$ cat src/rtl/prog_loader_pkg.sv
// Shared CPU definitions: instruction width, loader frame header, loader FSM states.
package prog_loader_pkg;
  localparam int INSTR_W = 27;
  localparam logic [7:0] HDR = 8'hA5;

  typedef enum logic [2:0] {
    S_IDLE,
    S_LEN_HI,
    S_LEN_LO,
    S_DATA,
    S_CHK,
    S_DONE,
    S_ERR
  } ld_state_t;
endpackage

$ cat src/rtl/prog_loader.sv
// Boot loader: framed byte stream -> program-memory writes; holds the core in reset until a good frame.
// One byte per cycle when rx_ready; PROM write one cycle after the 4th instruction byte.
module prog_loader
  import prog_loader_pkg::*;
#(
  parameter int         ADDR_W  = 10,
  parameter int         INSTR_W = prog_loader_pkg::INSTR_W,
  parameter logic [7:0] HDR     = prog_loader_pkg::HDR
) (
  input  logic               clk,
  input  logic               rst,
  input  logic               rx_valid,
  input  logic [7:0]         rx_data,
  output logic               rx_ready,
  input  logic               reload,
  output logic               pm_we,
  output logic [ADDR_W-1:0]  pm_waddr,
  output logic [INSTR_W-1:0] pm_wdata,
  output logic               core_rst,
  output logic               done,
  output logic               err
);

  localparam logic [16:0]   DEPTH   = 17'd1 << ADDR_W;
  localparam logic [ADDR_W:0] IDX_ONE = {{ADDR_W{1'b0}}, 1'b1};

  ld_state_t state, state_nxt;

  logic [7:0]          len_hi;
  logic [ADDR_W:0]     len;
  logic [ADDR_W:0]     idx;
  logic [1:0]          byte_idx;
  logic [7:0]          chk;
  // Only the low INSTR_W-8 bits of the first three bytes survive into the word.
  logic [INSTR_W-9:0]  assembly;

  logic                accept;
  logic [16:0]         len_full;
  logic [ADDR_W:0]     idx_inc;

  assign accept   = rx_valid & rx_ready;
  assign len_full = {1'b0, len_hi, rx_data};
  assign idx_inc  = idx + IDX_ONE;

  always_ff @(posedge clk or posedge rst) begin
    if (rst) state <= S_IDLE;
    else     state <= state_nxt;
  end

  always_comb begin
    state_nxt = state;
    case (state)
      S_IDLE:   if (accept && rx_data == HDR) state_nxt = S_LEN_HI;
      S_LEN_HI: if (accept) state_nxt = S_LEN_LO;
      S_LEN_LO: begin
        if (accept) begin
          if (len_full > DEPTH)       state_nxt = S_ERR;
          else if (len_full == 17'd0) state_nxt = S_CHK;
          else                        state_nxt = S_DATA;
        end
      end
      S_DATA:   if (accept && byte_idx == 2'd3 && idx_inc == len) state_nxt = S_CHK;
      S_CHK:    if (accept) state_nxt = (rx_data == chk) ? S_DONE : S_ERR;
      S_DONE:   if (reload) state_nxt = S_IDLE;
      S_ERR:    if (accept && rx_data == HDR) state_nxt = S_LEN_HI;
      default:  state_nxt = S_IDLE;
    endcase
  end

  always_ff @(posedge clk or posedge rst) begin
    if (rst) begin
      len_hi   <= '0;
      len      <= '0;
      idx      <= '0;
      byte_idx <= '0;
      chk      <= '0;
      assembly <= '0;
      pm_we    <= 1'b0;
      pm_waddr <= '0;
      pm_wdata <= '0;
      rx_ready <= 1'b0;
      core_rst <= 1'b1;
      done     <= 1'b0;
      err      <= 1'b0;
    end else begin
      pm_we <= 1'b0;
      if (accept) begin
        case (state)
          S_LEN_HI: begin
            len_hi <= rx_data;
            chk    <= rx_data;
          end
          S_LEN_LO: begin
            len      <= len_full[ADDR_W:0];
            chk      <= chk ^ rx_data;
            idx      <= '0;
            byte_idx <= '0;
          end
          S_DATA: begin
            chk      <= chk ^ rx_data;
            byte_idx <= byte_idx + 2'd1;
            assembly <= {assembly[INSTR_W-17:0], rx_data};
            if (byte_idx == 2'd3) begin
              pm_we    <= 1'b1;
              pm_waddr <= idx[ADDR_W-1:0];
              pm_wdata <= {assembly, rx_data};
              idx      <= idx_inc;
            end
          end
          default: ;
        endcase
      end
      // Status outputs track the state being entered so they are valid the cycle after the deciding edge.
      rx_ready <= (state_nxt != S_DONE);
      core_rst <= (state_nxt != S_DONE);
      done     <= (state_nxt == S_DONE);
      err      <= (state_nxt == S_ERR);
    end
  end

endmodule

$ cat config.mk
export PLATFORM = sky130hd
export DESIGN_NAME = prog_loader
export DESIGN_NICKNAME = d
export VERILOG_FILES = /design/src/rtl/prog_loader_pkg.sv /design/src/rtl/prog_loader.sv
export SDC_FILE = /design/constraint.sdc
export NUM_CORES = 1
export LEC_CHECK = 0
export ABC_AREA = 1
export CORE_ASPECT_RATIO = 1.2
export CORE_MARGIN = 8
export CORE_UTILIZATION = 56
export CTS_CLUSTER_DIAMETER = 30
export DETAILED_ROUTE_END_ITERATION = 16
export PLACE_DENSITY = 0.89
export SETUP_SLACK_MARGIN = 0.05
export SYNTH_ARGS = -nofsm -noshare
export SYNTH_HDL_FRONTEND = slang
export SYNTH_SLANG_ARGS = --single-unit
$ cat constraint.sdc
create_clock -name clk -period 5.3 [get_ports clk]
set_input_delay 1.59 -clock clk [delete_from_list [all_inputs] [get_ports clk]]
set_output_delay 1.59 -clock clk [all_outputs]
set_load 0.01 [all_outputs]
# Yosys cells after proc, flatten, opt, wreduce, memory -nomap -nowiden
# Cells that the tools add are included.
# word_totals
reg_bits	104
latchBits	0
mem_bits_rw	0
mem_bits_ro	0
wordCells	66
memories	0
# op_classes
n_addsub	2
multipliers	0
div	0
order_cmp	1
n_eq_ne	14
n_shift	0
muxes	17
bitwise_logic	2
n_reduce_logical	16
# op_table
cell	n
$mux 3	8
$pmux 11 s2	1
$pmux 3 s6	1
$logic_not 17->1	1
$gt 16x11->1 const B	1
$pmux 8 s2	1
$eq 3x3->1 const B	5
$add 11x1->11 const B	1
$eq 11x11->1	1
$mux 11	1
$reduce_and 2->1	5
$eq 8x8->1	1
$eq 8x8->1 const B	1
$xor 8x8->8	1
$eq 3x2->1 const B	2
$reduce_and 3->1	2
$pmux 2 s2	1
$reduce_bool 2->1	2
$reduce_or 2->1	2
$eq 3x1->1 const B	1
$logic_and 1x1->1	3
$logic_not 3->1	1
$mux 1	3
$ne 3x3->1 const B	1
other kinds (5)	5

# Logic depth before layout (Yosys ltp)
# logic_depth
ltp_word	6
ltp_mapped	15
depth_no_buf	15

# Least setup slack after synthesis
# Ideal clock, no wire load.
# synth_timing
kind	input to register
startpoint	input rx_data[1]
endpoint	register done
setup_ps	112
arrival_time_ps	2615
required_ps	5188
setup_slack_ps	2573
stages	10
path_buffers	0
path_cell_list	inv_1 nand4_1 nor2_1 nand2_1 nand2_1 nor2_1 nor3_1 nand2_2 nand2_2 inv_2
# synth_via
elab_chain_cells	6
word_cells_on_any_way	13
cone_classes	order compare (1); eq/ne (3); mux (7); reduce/logical (2)
# synth_lines
element	line_no	text
from (decl)	prog_loader.sv:13	input logic [7:0] rx_data,
parallel branches: the longest is 4 deep, another holds $gt 16x11->1	n/a	
$pmux 3 s6 (*)	prog_loader.sv:52	case (state)
net state_nxt[0]	prog_loader.sv:27	ld_state_t state, state_nxt;
$eq 3x3->1 (*)	prog_loader.sv:116	done <= (state_nxt == S_DONE);
to (signal assigned)	prog_loader.sv:116	
to (decl)	prog_loader.sv:20	output logic done,
# Mark *: on every way through the listed nets, which the timed path passes.
# A chain may end at the register's enable or synchronous reset.

# Final worst setup path
# layout_timing
startpoint	input rx_valid
endpoint	register pm_wdata[10]
# layout_via
elab_chain_cells	2
# layout_lines
element	line_no	text
from (decl)	prog_loader.sv:12	input logic rx_valid,
$and 1x1->1	prog_loader.sv:41	assign accept = rx_valid & rx_ready;
$reduce_and 3->1 (no source line)	n/a	
to (signal assigned)	prog_loader.sv:106	pm_wdata <= {assembly, rx_data};
to (decl)	prog_loader.sv:18	output logic [INSTR_W-1:0] pm_wdata,
# Every way passes these cells.

==> metrics.txt <==
Crit. End Element=flip-flop; Worst Skew=0.01234 ns; syn nets=588; CTS Buf Count=9; vias per cell=5.337; Hold Vio Cnt, Final=0; CP max FO=67; CTS-repair resized insts=0; Overflow after GRT=0; DR iter-0 viols=226; WHS Endpoint=pm_wdata[20]$_DFFE_PP0P_; Synth Area in Compound Gates=0.1016; RSZ-0062 raised after global routing=no; clock-pin slew on the worst setup and hold paths=0.10 ns; Slew headroom=0.3080; simple-gate share of the synthesized area=0.2608; TritonCTS clock tree=yes; mux cell area share after synthesis=0; DIE WIDTH=100.9 um; DRC violation count after routing=0; status=finished, final reports clean; hold path depth=2; Worst path top cell family by delay=buffers and inverters; hpwl dp=7564 um; Max Root-Sink Buffers=2; maxcap violations=0; final slew viol count=0; # diodes=0; RePlAce Congestion=0.8439; worst-path cell chain=clkdlybuf4s50_1 -> nand2_1 -> inv_1 -> nand2_2 -> nor2_8 -> inv_2 -> nand2_1 -> o21ai_1; Core ar.=8472 um2; Hold WS=0.4855 ns; Layout Cells excl Fill=744; max incr delay on CP=0.75 ns; worst r2r src=rx_ready$_DFF_PP0_; I/O Buffers=53; Worst Setup Start Kind=input pin; hold_sp=pm_wdata[20]$_DFFE_PP0P_; clk sink count=104; Total Routed Length=10480 um; worst-margin pin slew=1.038 ns; Slowest-stage cell, CP=inv_2; Post-Route Setup TNS=0 ns; maximum VDD drop=0.2156 mV; drt pass-1 iters=5; kind of critical path=in2reg; post-route total power=1.900 mW; final setup violating endpoints=0; PwrDens=338.6 nW/um2; r2r setup slk=2.65 ns; reg2reg end=pm_wdata[10]$_DFFE_PP0P_; vias=3971; first-pass GRT wire length=17800 um; leakage power=2.632 nW; filler cell count=689; crit share post-route=0.7298; Mapped Cells=574; number of global-route vias before repair=3924; CP most frequent cell=nand2_1; largest net degree at the start of global routing=90; Ys Warns=0; mapped cell area=4841 um2; largest family of logic cells by synthesized area=simple AND/OR/NAND/NOR gates; Min-Delay Path Class=reg2reg; Die Ht=117.9 um; IO Count=54; placed cells=729; Root Buffer=clkbuf_8; register area share after synthesis=0.5379; Synth cell types=33; Total GRT Usage=0.1842; Synth Area in XOR/XNOR=0.02171; Antenna Violating Nets Remaining=0; Row Count=37; routed len/inst=14.08 um; Critical Path RT=5.59 ns; Buf/Inv on CP=3; #FFs+latches synth=104; Starting Density=0.5714; WP data arrival=4.16 ns; die area=11890 um2; Clk Latency, worst-skew pair=0.37 ns; Worst path depth=8; FF/Latch Area=2604 um2; nets@finish=637; Post-CTS Hold Fix Bufs=0; Post-Synth Adder-Cell Area=0.005169; synthesized area per cell=8.434 um2; R2R cell count=7; multi-input logic area=1884 um2; post-route minimum period=3.868 ns; fmax=258.5 MHz; initial antenna violation count=0; Area Growth Syn to Fin=15.90%; H-tree Lvls=3; share of layout cells above drive strength 1=0.07656; post-CTS setup repair buffer count=0
flip-flops by register name (all words and copies together), names as in the netlist:
name,count
chk,8
len_hi,8
pm_we,1
core_rst,1
pm_waddr,10
assembly,19
state,3
rx_ready,1
pm_wdata,27
done,1
err,1
len,11
byte_idx,2
idx,11
worst max-delay path by stage:
stage                        start                        to
after global routing      rx_valid   pm_wdata[0]$_DFFE_PP0P_
after CTS                 rx_valid  pm_wdata[17]$_DFFE_PP0P_
after detailed placement  rx_valid   pm_waddr[9]$_DFFE_PP0P_
final                     rx_valid  pm_wdata[10]$_DFFE_PP0P_
after floorplan                rst   assembly[0]$_DFFE_PP0P_
after global placement    rx_valid   pm_waddr[8]$_DFFE_PP0P_
metal layers:
metal  vias up  wire (um)  track usage
li1       1937          -            -
met1      1887       4304       0.2153
met2       123       5347       0.3216
met3        24        602      0.03550
met4         0        225      0.06919
met5         -          0            0
cells in the mapped netlist:
cell | n | share of area
nand2_1 | 161 | 0.12
buf_6 | 4 | 0.0093
o21ai_0 | 58 | 0.060
nor3_4 | 1 | 0.0034
xnor2_1 | 8 | 0.014
clkbuf_1 | 7 | 0.0054
o211ai_1 | 1 | 0.0016
nor2_4 | 2 | 0.0047
nor3_1 | 6 | 0.0062
inv_1 | 62 | 0.048
dfrtp_1 | 103 | 0.53
o21ai_1 | 20 | 0.021
dfstp_2 | 1 | 0.0054
nor2_8 | 2 | 0.0083
o21bai_1 | 2 | 0.0031
buf_2 | 5 | 0.0052
nand2_2 | 9 | 0.012
and2_1 | 1 | 0.0013
inv_2 | 5 | 0.0039
o22ai_1 | 7 | 0.0090
a21oi_1 | 3 | 0.0031
nand3_2 | 5 | 0.010
o21a_1 | 1 | 0.0016
nand3_1 | 40 | 0.041
nand4_1 | 8 | 0.010
nand2_4 | 1 | 0.0023
nor2_1 | 36 | 0.028
a31oi_1 | 2 | 0.0026
nand3b_1 | 2 | 0.0031
ha_1 | 2 | 0.0052
clkbuf_2 | 1 | 0.0010
nor2_2 | 4 | 0.0052
xor2_1 | 4 | 0.0072
area by class of cell:
| type | count | share of cell area |
|---|---|---|
| multi-input cells | 386 | 0.3359 |
| clock buffers | 10 | 0.02453 |
| flip-flops and latches | 104 | 0.4641 |
| clock inverters | 5 | 0.006913 |
| repair buffers | 55 | 0.09723 |
| inverters | 67 | 0.04527 |
| well taps | 117 | 0.02609 |
stage by stage:
step	util	setup slack, ns	instance area [um2]
2_1_floorplan	-	0.9795	4841
3_5_place_dp	0.6414	1.134	5434
5_1_grt	0.6622	1.168	5610
3_3_place_gp	0.6414	1.224	5434
4_1_cts	0.6622	1.484	5610
6_report	0.6622	1.432	5610
tightest hold or removal path: stages, from the launching register on:
cell and delay [ns]:
dfrtp_1 0.36, nand2_1 0.05, nand2_1 0.05
cell usage in the layout, fill, tap and decap left out, types with 3 or more instances in the layout:
cell               n
a21oi_1            3
clkbuf_8          10
clkdlybuf4s50_1   53
dfrtp_1          103
inv_1             61
inv_2              5
inv_6              3
nand2_1          161
nand2_2            9
nand3_1           40
nand3_2            5
nand4_1            8
nor2_1            36
nor2_2             4
nor3_1             6
o21ai_0           58
o21ai_1           20
o22ai_1            7
xnor2_1            8
xor2_1             4
cell families after synthesis:
family,count (synthesis)
AND/OR/NAND/NOR,278
flip-flops,104
AO/OA/AOI/OAI,94
buffers and inverters,84
XOR/XNOR,12
adder cells (fa/ha/maj),2
where the power goes:
part,switching (mW),internal (mW)
registers,0.0868,0.898
clock network,0.273,0.185
logic,0.283,0.173
total,0.643,1.26
Note: power is estimated with default switching activity, not from simulation.
